===== config.mk =====
export PLATFORM = sky130hd
export DESIGN_NAME = alu_operand_loader
export DESIGN_NICKNAME = d
export VERILOG_FILES = /design/src/rtl/alu_operand_loader_pkg.sv /design/src/rtl/alu_operand_loader.sv
export SDC_FILE = /design/constraint.sdc
export NUM_CORES = 1
export LEC_CHECK = 0
export CAP_MARGIN = 20
export CORE_MARGIN = 3
export CORE_UTILIZATION = 46
export DETAILED_ROUTE_END_ITERATION = 10
export GPL_TIMING_DRIVEN = 0
export PLACE_DENSITY = 0.81
export SYNTH_ARGS = -nofsm -noshare
export SYNTH_HDL_FRONTEND = slang
export SYNTH_SLANG_ARGS = --single-unit

===== constraint.sdc =====
create_clock -name clock -period 1.8 [get_ports clock]
set_clock_uncertainty 0.05 [all_clocks]
set_input_delay 0.45 -clock clock [delete_from_list [all_inputs] [get_ports clock]]
set_output_delay 0.45 -clock clock [all_outputs]
set_load 0.02 [all_outputs]

===== src/rtl/alu_operand_loader_pkg.sv =====
// rtl/alu_operand_loader_pkg.sv - shared types and constants for the ALU operand loader
package alu_operand_loader_pkg;

  localparam int DEF_NIBBLE_W = 4;
  localparam int DEF_DATA_W   = 8;
  localparam int DEF_SELECT_W = 3;

  typedef enum logic [1:0] {
    ST_IDLE,
    ST_LOAD,
    ST_SETTLE,
    ST_RESP
  } state_t;

  // Board write address is {lo_hi_arg, select_args}
  localparam logic [1:0] ADDR_A_LO = 2'b00;
  localparam logic [1:0] ADDR_A_HI = 2'b01;
  localparam logic [1:0] ADDR_B_LO = 2'b10;
  localparam logic [1:0] ADDR_B_HI = 2'b11;

  typedef enum logic [2:0] {
    CMD_CLR       = 3'd0,
    CMD_B_MINUS_A = 3'd1,
    CMD_A_MINUS_B = 3'd2,
    CMD_A_PLUS_B  = 3'd3,
    CMD_XOR       = 3'd4,
    CMD_OR        = 3'd5,
    CMD_AND       = 3'd6,
    CMD_PRESET    = 3'd7
  } alu_cmd_t;

endpackage


===== src/rtl/alu_operand_loader.sv =====
// rtl/alu_operand_loader.sv - serialises ALU operands into nibble beats and returns the settled result
module alu_operand_loader
  import alu_operand_loader_pkg::*;
#(
  parameter int NIBBLE_W      = DEF_NIBBLE_W,
  parameter int DATA_W        = DEF_DATA_W,
  parameter int SELECT_W      = DEF_SELECT_W,
  parameter int SETTLE_CYCLES = 1
) (
  input  logic                clock,
  input  logic                reset,
  input  logic                req_valid,
  output logic                req_ready,
  input  logic [DATA_W-1:0]   req_a,
  input  logic [DATA_W-1:0]   req_b,
  input  logic [SELECT_W-1:0] req_command,
  input  logic                req_carry_in,
  output logic [NIBBLE_W-1:0] arg,
  output logic                select_args,
  output logic                lo_hi_arg,
  output logic                load_args,
  output logic [SELECT_W-1:0] command,
  output logic                carry_in,
  input  logic [DATA_W-1:0]   result,
  input  logic [7:0]          flags,
  input  logic                carry_out,
  output logic                rsp_valid,
  input  logic                rsp_ready,
  output logic [DATA_W-1:0]   rsp_result,
  output logic [7:0]          rsp_flags,
  output logic                rsp_carry,
  output logic                busy
);

  localparam int CNT_W = (SETTLE_CYCLES > 1) ? $clog2(SETTLE_CYCLES) : 1;
  localparam logic [CNT_W-1:0] SETTLE_LAST = CNT_W'(SETTLE_CYCLES - 1);

  if (SETTLE_CYCLES < 1) begin : g_bad_settle
    $error("SETTLE_CYCLES must be at least 1");
  end
  if (DATA_W != 2 * NIBBLE_W) begin : g_bad_width
    $error("DATA_W must equal 2*NIBBLE_W");
  end

  state_t              state, state_n;
  logic [1:0]          beat;
  logic [CNT_W-1:0]    settle_cnt;
  logic [DATA_W-1:0]   a_q, b_q;
  logic [1:0]          wr_addr;
  logic [DATA_W-1:0]   src;
  logic [NIBBLE_W-1:0] wr_nibble;

  assign req_ready = (state == ST_IDLE);
  assign busy      = (state != ST_IDLE);

  // The first beat is launched on the accept edge, so it reads the request bus directly
  always_comb begin
    wr_addr   = (state == ST_IDLE) ? ADDR_A_LO : beat + 2'd1;
    if (wr_addr[1]) src = (state == ST_IDLE) ? req_b : b_q;
    else            src = (state == ST_IDLE) ? req_a : a_q;
    wr_nibble = wr_addr[0] ? src[DATA_W-1 -: NIBBLE_W] : src[NIBBLE_W-1:0];
  end

  always_comb begin
    state_n = state;
    case (state)
      ST_IDLE:   if (req_valid)                state_n = ST_LOAD;
      ST_LOAD:   if (beat == 2'd3)             state_n = ST_SETTLE;
      ST_SETTLE: if (settle_cnt == SETTLE_LAST) state_n = ST_RESP;
      ST_RESP:   if (rsp_ready)                state_n = ST_IDLE;
      default:                                 state_n = ST_IDLE;
    endcase
  end

  always_ff @(posedge clock or negedge reset) begin
    if (!reset) begin
      state       <= ST_IDLE;
      beat        <= '0;
      settle_cnt  <= '0;
      a_q         <= '0;
      b_q         <= '0;
      arg         <= '0;
      select_args <= 1'b0;
      lo_hi_arg   <= 1'b0;
      load_args   <= 1'b0;
      command     <= '0;
      carry_in    <= 1'b0;
      rsp_valid   <= 1'b0;
      rsp_result  <= '0;
      rsp_flags   <= '0;
      rsp_carry   <= 1'b0;
    end else begin
      state <= state_n;
      case (state)
        ST_IDLE: begin
          if (req_valid) begin
            a_q                      <= req_a;
            b_q                      <= req_b;
            command                  <= req_command;
            carry_in                 <= req_carry_in;
            beat                     <= 2'd0;
            load_args                <= 1'b1;
            {lo_hi_arg, select_args} <= wr_addr;
            arg                      <= wr_nibble;
          end
        end
        ST_LOAD: begin
          beat <= beat + 2'd1;
          if (beat != 2'd3) begin
            load_args                <= 1'b1;
            {lo_hi_arg, select_args} <= wr_addr;
            arg                      <= wr_nibble;
          end else begin
            load_args  <= 1'b0;
            settle_cnt <= '0;
          end
        end
        ST_SETTLE: begin
          settle_cnt <= settle_cnt + 1'b1;
          if (settle_cnt == SETTLE_LAST) begin
            rsp_result <= result;
            rsp_flags  <= flags;
            rsp_carry  <= carry_out;
            rsp_valid  <= 1'b1;
          end
        end
        ST_RESP: begin
          if (rsp_ready) rsp_valid <= 1'b0;
        end
        default: ;
      endcase
    end
  end

endmodule


* After elaboration in Yosys (flattened, before gate mapping)
Index checks and enable logic that the tools add are counted.
** Word-level totals
- Word-level logic and storage cells :: 70
- Input bits :: 41
- Output and inout port bits :: 31
- Register bits after elaboration :: 50
** Cells by class
- Multiplexer cells :: 29
- $add $sub $neg :: 2
- Reduce and logical (&&, ||, !) cells :: 12
- Equality and inequality tests :: 11
- Bitwise logic cells :: 1
** Operators with widths (number)
- $mux 8 :: 3
- $ne 2x2->1 const B :: 7
- $mux 2 :: 6
- $mux 4 :: 3
- $pmux 1 s2 :: 5
- $mux 1 :: 9
- $pmux 2 s4 :: 1
- $pmux 4 s2 :: 1
- $reduce_and 2->1 :: 4
- $reduce_bool 2->1 :: 4
- $eq 2x2->1 const B :: 3
- $reduce_and 3->1 :: 2
- $pmux 2 s2 :: 1
- $reduce_and 4->1 :: 1
- $add 2x1->2 const B :: 1
- $eq 2x1->1 const B :: 1
- $logic_not 2->1 :: 1
- $add 1x1->1 const B :: 1
- $not 1->1 :: 1

* Logic depth before layout (Yosys ltp)
- Depth after elaboration :: 6
- Depth in mapped cells :: 7
- Depth with buffers taken out :: 5

* Worst setup path after synthesis
OpenSTA, ideal clock, no wires.
- Path type :: flip-flop to flip-flop
- From :: reg state[0]
- To :: reg arg[0]
- Buffers on the path :: 0
- Setup time :: 0.125 ns
- Arrival :: 1.572 ns
- Slack :: 0.053 ns
- Required time :: 1.625 ns
- Cell stages (with the launch flop) :: 6
- Period minus slack after synthesis :: 1.747 ns
- Cells stage by stage :: dfrtp_1 -> inv_1 -> ha_1 -> nand2b_2 -> o211ai_2 -> mux2_2
** On the way
- Longest elaborated chain between the ends :: 6
- Elaborated cells on any way between the ends :: 14
- Those cells by class :: eq/ne: 3; mux: 8; reduce/logical: 3
** Ends and longest elaborated chain
- start, declared :: line alu_operand_loader.sv:45 : state_t state, state_n;
- start signal, assigned :: line alu_operand_loader.sv:93 : state <= state_n;
- $logic_not 2->1 *
- via req_ready :: line alu_operand_loader.sv:13 : output logic req_ready,
- $mux 8, or another cell as far along :: line alu_operand_loader.sv:60 : else src = (state == ST_IDLE) ? req_a : a_q;
- $mux 8 :: line alu_operand_loader.sv:59 : if (wr_addr[1]) src = (state == ST_IDLE) ? req_b : b_q;
- $mux 4 :: line alu_operand_loader.sv:61 : wr_nibble = wr_addr[0] ? src[DATA_W-1 -: NIBBLE_W] : src[NIBBLE_W-1:0];
- $mux 4 (on tied branches) :: line alu_operand_loader.sv:109, alu_operand_loader.sv:96
- $pmux 4 s2 :: line alu_operand_loader.sv:94 : case (state)
- end signal, assigned :: line alu_operand_loader.sv:104 : arg <= wr_nibble;
- end signal, assigned :: line alu_operand_loader.sv:112 : arg <= wr_nibble;
- end, declared :: line alu_operand_loader.sv:18 : output logic [NIBBLE_W-1:0] arg,
The timed path passes the listed nets; every way through them passes the cells marked *. The select of a mux whose other input is x is not followed.
A chain may end at the register's enable or synchronous reset.

* Worst setup path in the final report
- From :: reg state[0]
- To :: out busy
** On the way
- Longest elaborated chain between the ends :: 1
** Ends and longest elaborated chain
- $reduce_bool 2->1 :: line alu_operand_loader.sv:54 : assign busy = (state != ST_IDLE);
- end, declared :: line alu_operand_loader.sv:32 : output logic busy
No other way between the ends.

==> results.json <==
{
  "synthCells": 156,
  "grt_pass1_wl_mm": 8.100,
  "max_slew.worst_pin.slew_ns": 0.5830,
  "slew_headroom_pct": 61.13,
  "grt_usage_pct": 17.76,
  "p_int_mw": 3.930,
  "netlist_area_sq_um": 2252,
  "first_pass_iters": 4,
  "required_ns": 1.30,
  "die_h_microns": 75.97,
  "critPathMaxFanout": 10,
  "drive_gt1_share_pct": 33.20,
  "io_pins": 72,
  "rows": 24,
  "insertion_delay_ns": 0.30,
  "overflow": 0,
  "ff2ff_setup_slack_ns": 0.08,
  "period_needed_ns": 1.782,
  "cp-start-kind": "flop",
  "final-setup-viol-count": 0,
  "cellLeakagePower_nw": 1.581,
  "post-route-period-util_pct": 99.00,
  "dpl.hpwl_mm": 3.425,
  "syn_area_per_cell_sq_um": 14.44,
  "cts_max_level": 2,
  "drt-initial-drc-count": 77,
  "status": "finished clean",
  "pwr-share-seq_pct": 32.7,
  "via_per_inst": 4.974,
  "p_clk_share_pct": 10.9,
  "tritoncts": "built",
  "die_w_microns": 75.97,
  "routed-via-count": 1552,
  "grt_pass1_vias": 1683,
  "ant_nets": 0,
  "numPortBuffers": 71,
  "fin_ws_ns": 0.01795,
  "place_area_sq_um": 3059,
  "ys_types": 26,
  "cp.arrival_ns": 1.28,
  "regArea_sq_um": 1252,
  "hold_class": "input port to asynchronous set/reset pin",
  "syn2layout_area_growth_pct": 46.22,
  "start_util_pct": 49.67,
  "ir_worst_vdd_mv": 0.9328,
  "slew_viol_final": 0,
  "antenna_cells": 0,
  "fmax_mhz": 561.2,
  "drc": 0,
  "drv_cap": 0,
  "multiInputGateArea_sq_um": 947.2,
  "p_sw_mw": 2.182,
  "grt_max_degree": 27,
  "die_area_sq_um": 5771,
  "wire_per_inst_microns": 15.51,
  "power_density_nw_per_um2": 1856,
  "place_ws_ns": -0.3991,
  "power_mw": 6.112,
  "endpoint_kind": "primary output",
  "ys_seq_area_share_pct": 55.56,
  "nFillCells": 309,
  "yosysWarnings": 0,
  "syn_nets": 205,
  "crit_type": "flop to primary output",
  "antenna_found_initial": 0,
  "synth.ff_latch_count": 50,
  "rsz0062_at_grt": "yes",
  "cts-hold-fix-buffers": 0,
  "fp.coreArea_sq_um": 4534,
  "gp_congestion": 0.7033,
  "cts.sinks": 50,
  "switching_share_pct": 35.70,
  "wirelength_mm": 4.838,
  "nets": 295,
  "cts-buffers-inserted": 5,
  "clk_path_buf_depth": 2,
  "clk_pin_slew_ns": 0.09,
  "finalHoldViolations": 0,
  "root_buffer": "clkbuf_8",
  "final_area_sq_um": 3293,
  "pwr-share-comb_pct": 56.4
}
## area by class of cell
cell class                 instances  share of cell area, %
clock buffer                       7                  2.622
sequential                        50                  38.03
clock inverter                     1                 0.1520
timing repair buffer              83                  25.57
buffer                             6                  1.938
inverter                           4                 0.4559
tap                               65                  2.470
multi-input combinational         96                  28.76
## flip-flops by register name (all words and copies together) (netlist names)
name and flops:
lo_hi_arg 1, state 2, arg 4, carry_in 1
rsp_valid 1, a_q 8, b_q 8, rsp_carry 1
rsp_flags 8, select_args 1, command 3, settle_cnt 1
load_args 1, beat 2, rsp_result 8
## synthesized netlist by cell type
cell / n / share of area (%)
a21oi_1: 2 / 0.44
a221oi_1: 4 / 1.6
a32o_1: 1 / 0.44
and2b_1: 4 / 1.3
buf_2: 1 / 0.22
buf_4: 2 / 0.67
buf_6: 3 / 1.5
dfrtp_1: 50 / 56
ha_1: 8 / 4.4
inv_1: 4 / 0.67
mux2_2: 44 / 22
mux2_4: 2 / 1.3
mux2i_1: 9 / 4.0
nand2_1: 5 / 0.83
nand2_2: 1 / 0.28
nand2b_1: 2 / 0.56
nand2b_2: 1 / 0.39
nand3b_1: 1 / 0.33
nand4_1: 1 / 0.28
nor2_1: 2 / 0.33
nor2b_1: 3 / 0.83
o211ai_2: 1 / 0.56
o21ai_0: 2 / 0.44
o21ai_1: 1 / 0.22
o2bb2ai_1: 1 / 0.39
xnor2_1: 1 / 0.39
## worst max-delay path, cell delays in order (launching register included)
cell     delay (ns)
dfrtp_1        0.40
inv_2          0.10
ha_4           0.16
buf_8          0.13
inv_1          0.04
buf_2          0.15
## routing by layer
layer	GRT usage, %	vias to the layer above	wire [microns]
met3	3.073	8	176
li1	-	730	-
met2	29.88	42	2476
met4	8.514	0	102
met5	0	-	0
met1	22.26	772	2083
## power groups by stage
stage | clock (mW) | combinational, mW | sequential [mW]
finish | 0.668 | 3.45 | 2.00
global route | 0.737 | 3.71 | 2.08
CTS | 0.692 | 3.40 | 2.00
detailed placement | 0 | 3.24 | 2.04
global placement | 0 | 3.20 | 2.01
floorplan | 0 | 1.71 | 2.39
## placed cells by master, fill, tap and decap left out, drive strengths merged, types with 2 or more instances in the layout
| cell type | count |
|---|---|
| dfrtp | 50 |
| clkdlybuf4s50 | 49 |
| mux2 | 46 |
| buf | 21 |
| dlymetal6s2s | 18 |
| mux2i | 9 |
| ha | 8 |
| clkbuf | 7 |
| nand2 | 6 |
| and2b | 4 |
| a221oi | 4 |
| inv | 4 |
| nor2b | 3 |
| o21ai | 3 |
| nand2b | 3 |
| a21oi | 2 |
| nor2 | 2 |
## through the flow
| stage | std cells | setup TNS (ns) | hold WS (ns) | utilization (%) |
|---|---|---|---|---|
| global placement | 292 | -64.62 | 0.4369 | 67.14 |
| detailed placement | 293 | -1.575 | 0.4372 | 67.47 |
| global route | 312 | -0.08640 | 0.1238 | 72.63 |
| CTS | 308 | 0 | 0.09884 | 70.86 |
| floorplan | 156 | 0 | 0.1044 | - |
| finish | 312 | 0 | 0.08131 | 72.63 |
## what timing repair did
item | in CTS | in global routing
pin swaps | 1 | 0
gates resized for setup | 13 | 23
setup buffers | 7 | 4
gates cloned | 0 | 0
hold endpoints to repair | 0 | 0
endpoints found under the setup margin | 18 | 31
## worst paths after layout
kind / start / endpoint / cells past startpoint
worst min-delay path: reset / lo_hi_arg / 1
worst max register to register: state[0] / rsp_result[1] / 7
max in group asynchronous: reset / a_q[7] / 2
worst max-delay path: state[0] / busy / 5
min in group clock: command[2] / command[2] / 1
worst min register to register: command[2] / command[2] / 1
## kinds of logic after synthesis
| group | share of synthesized area [%] |
|---|---|
| compound gates | 4.055 |
| buf+inv | 3.055 |
| fa+ha+maj | 4.445 |
| flops | 55.56 |
| xor+xnor | 0.3890 |
| mux | 27.33 |
| simple gates | 5.167 |
Power figures use the tool's default switching activity.
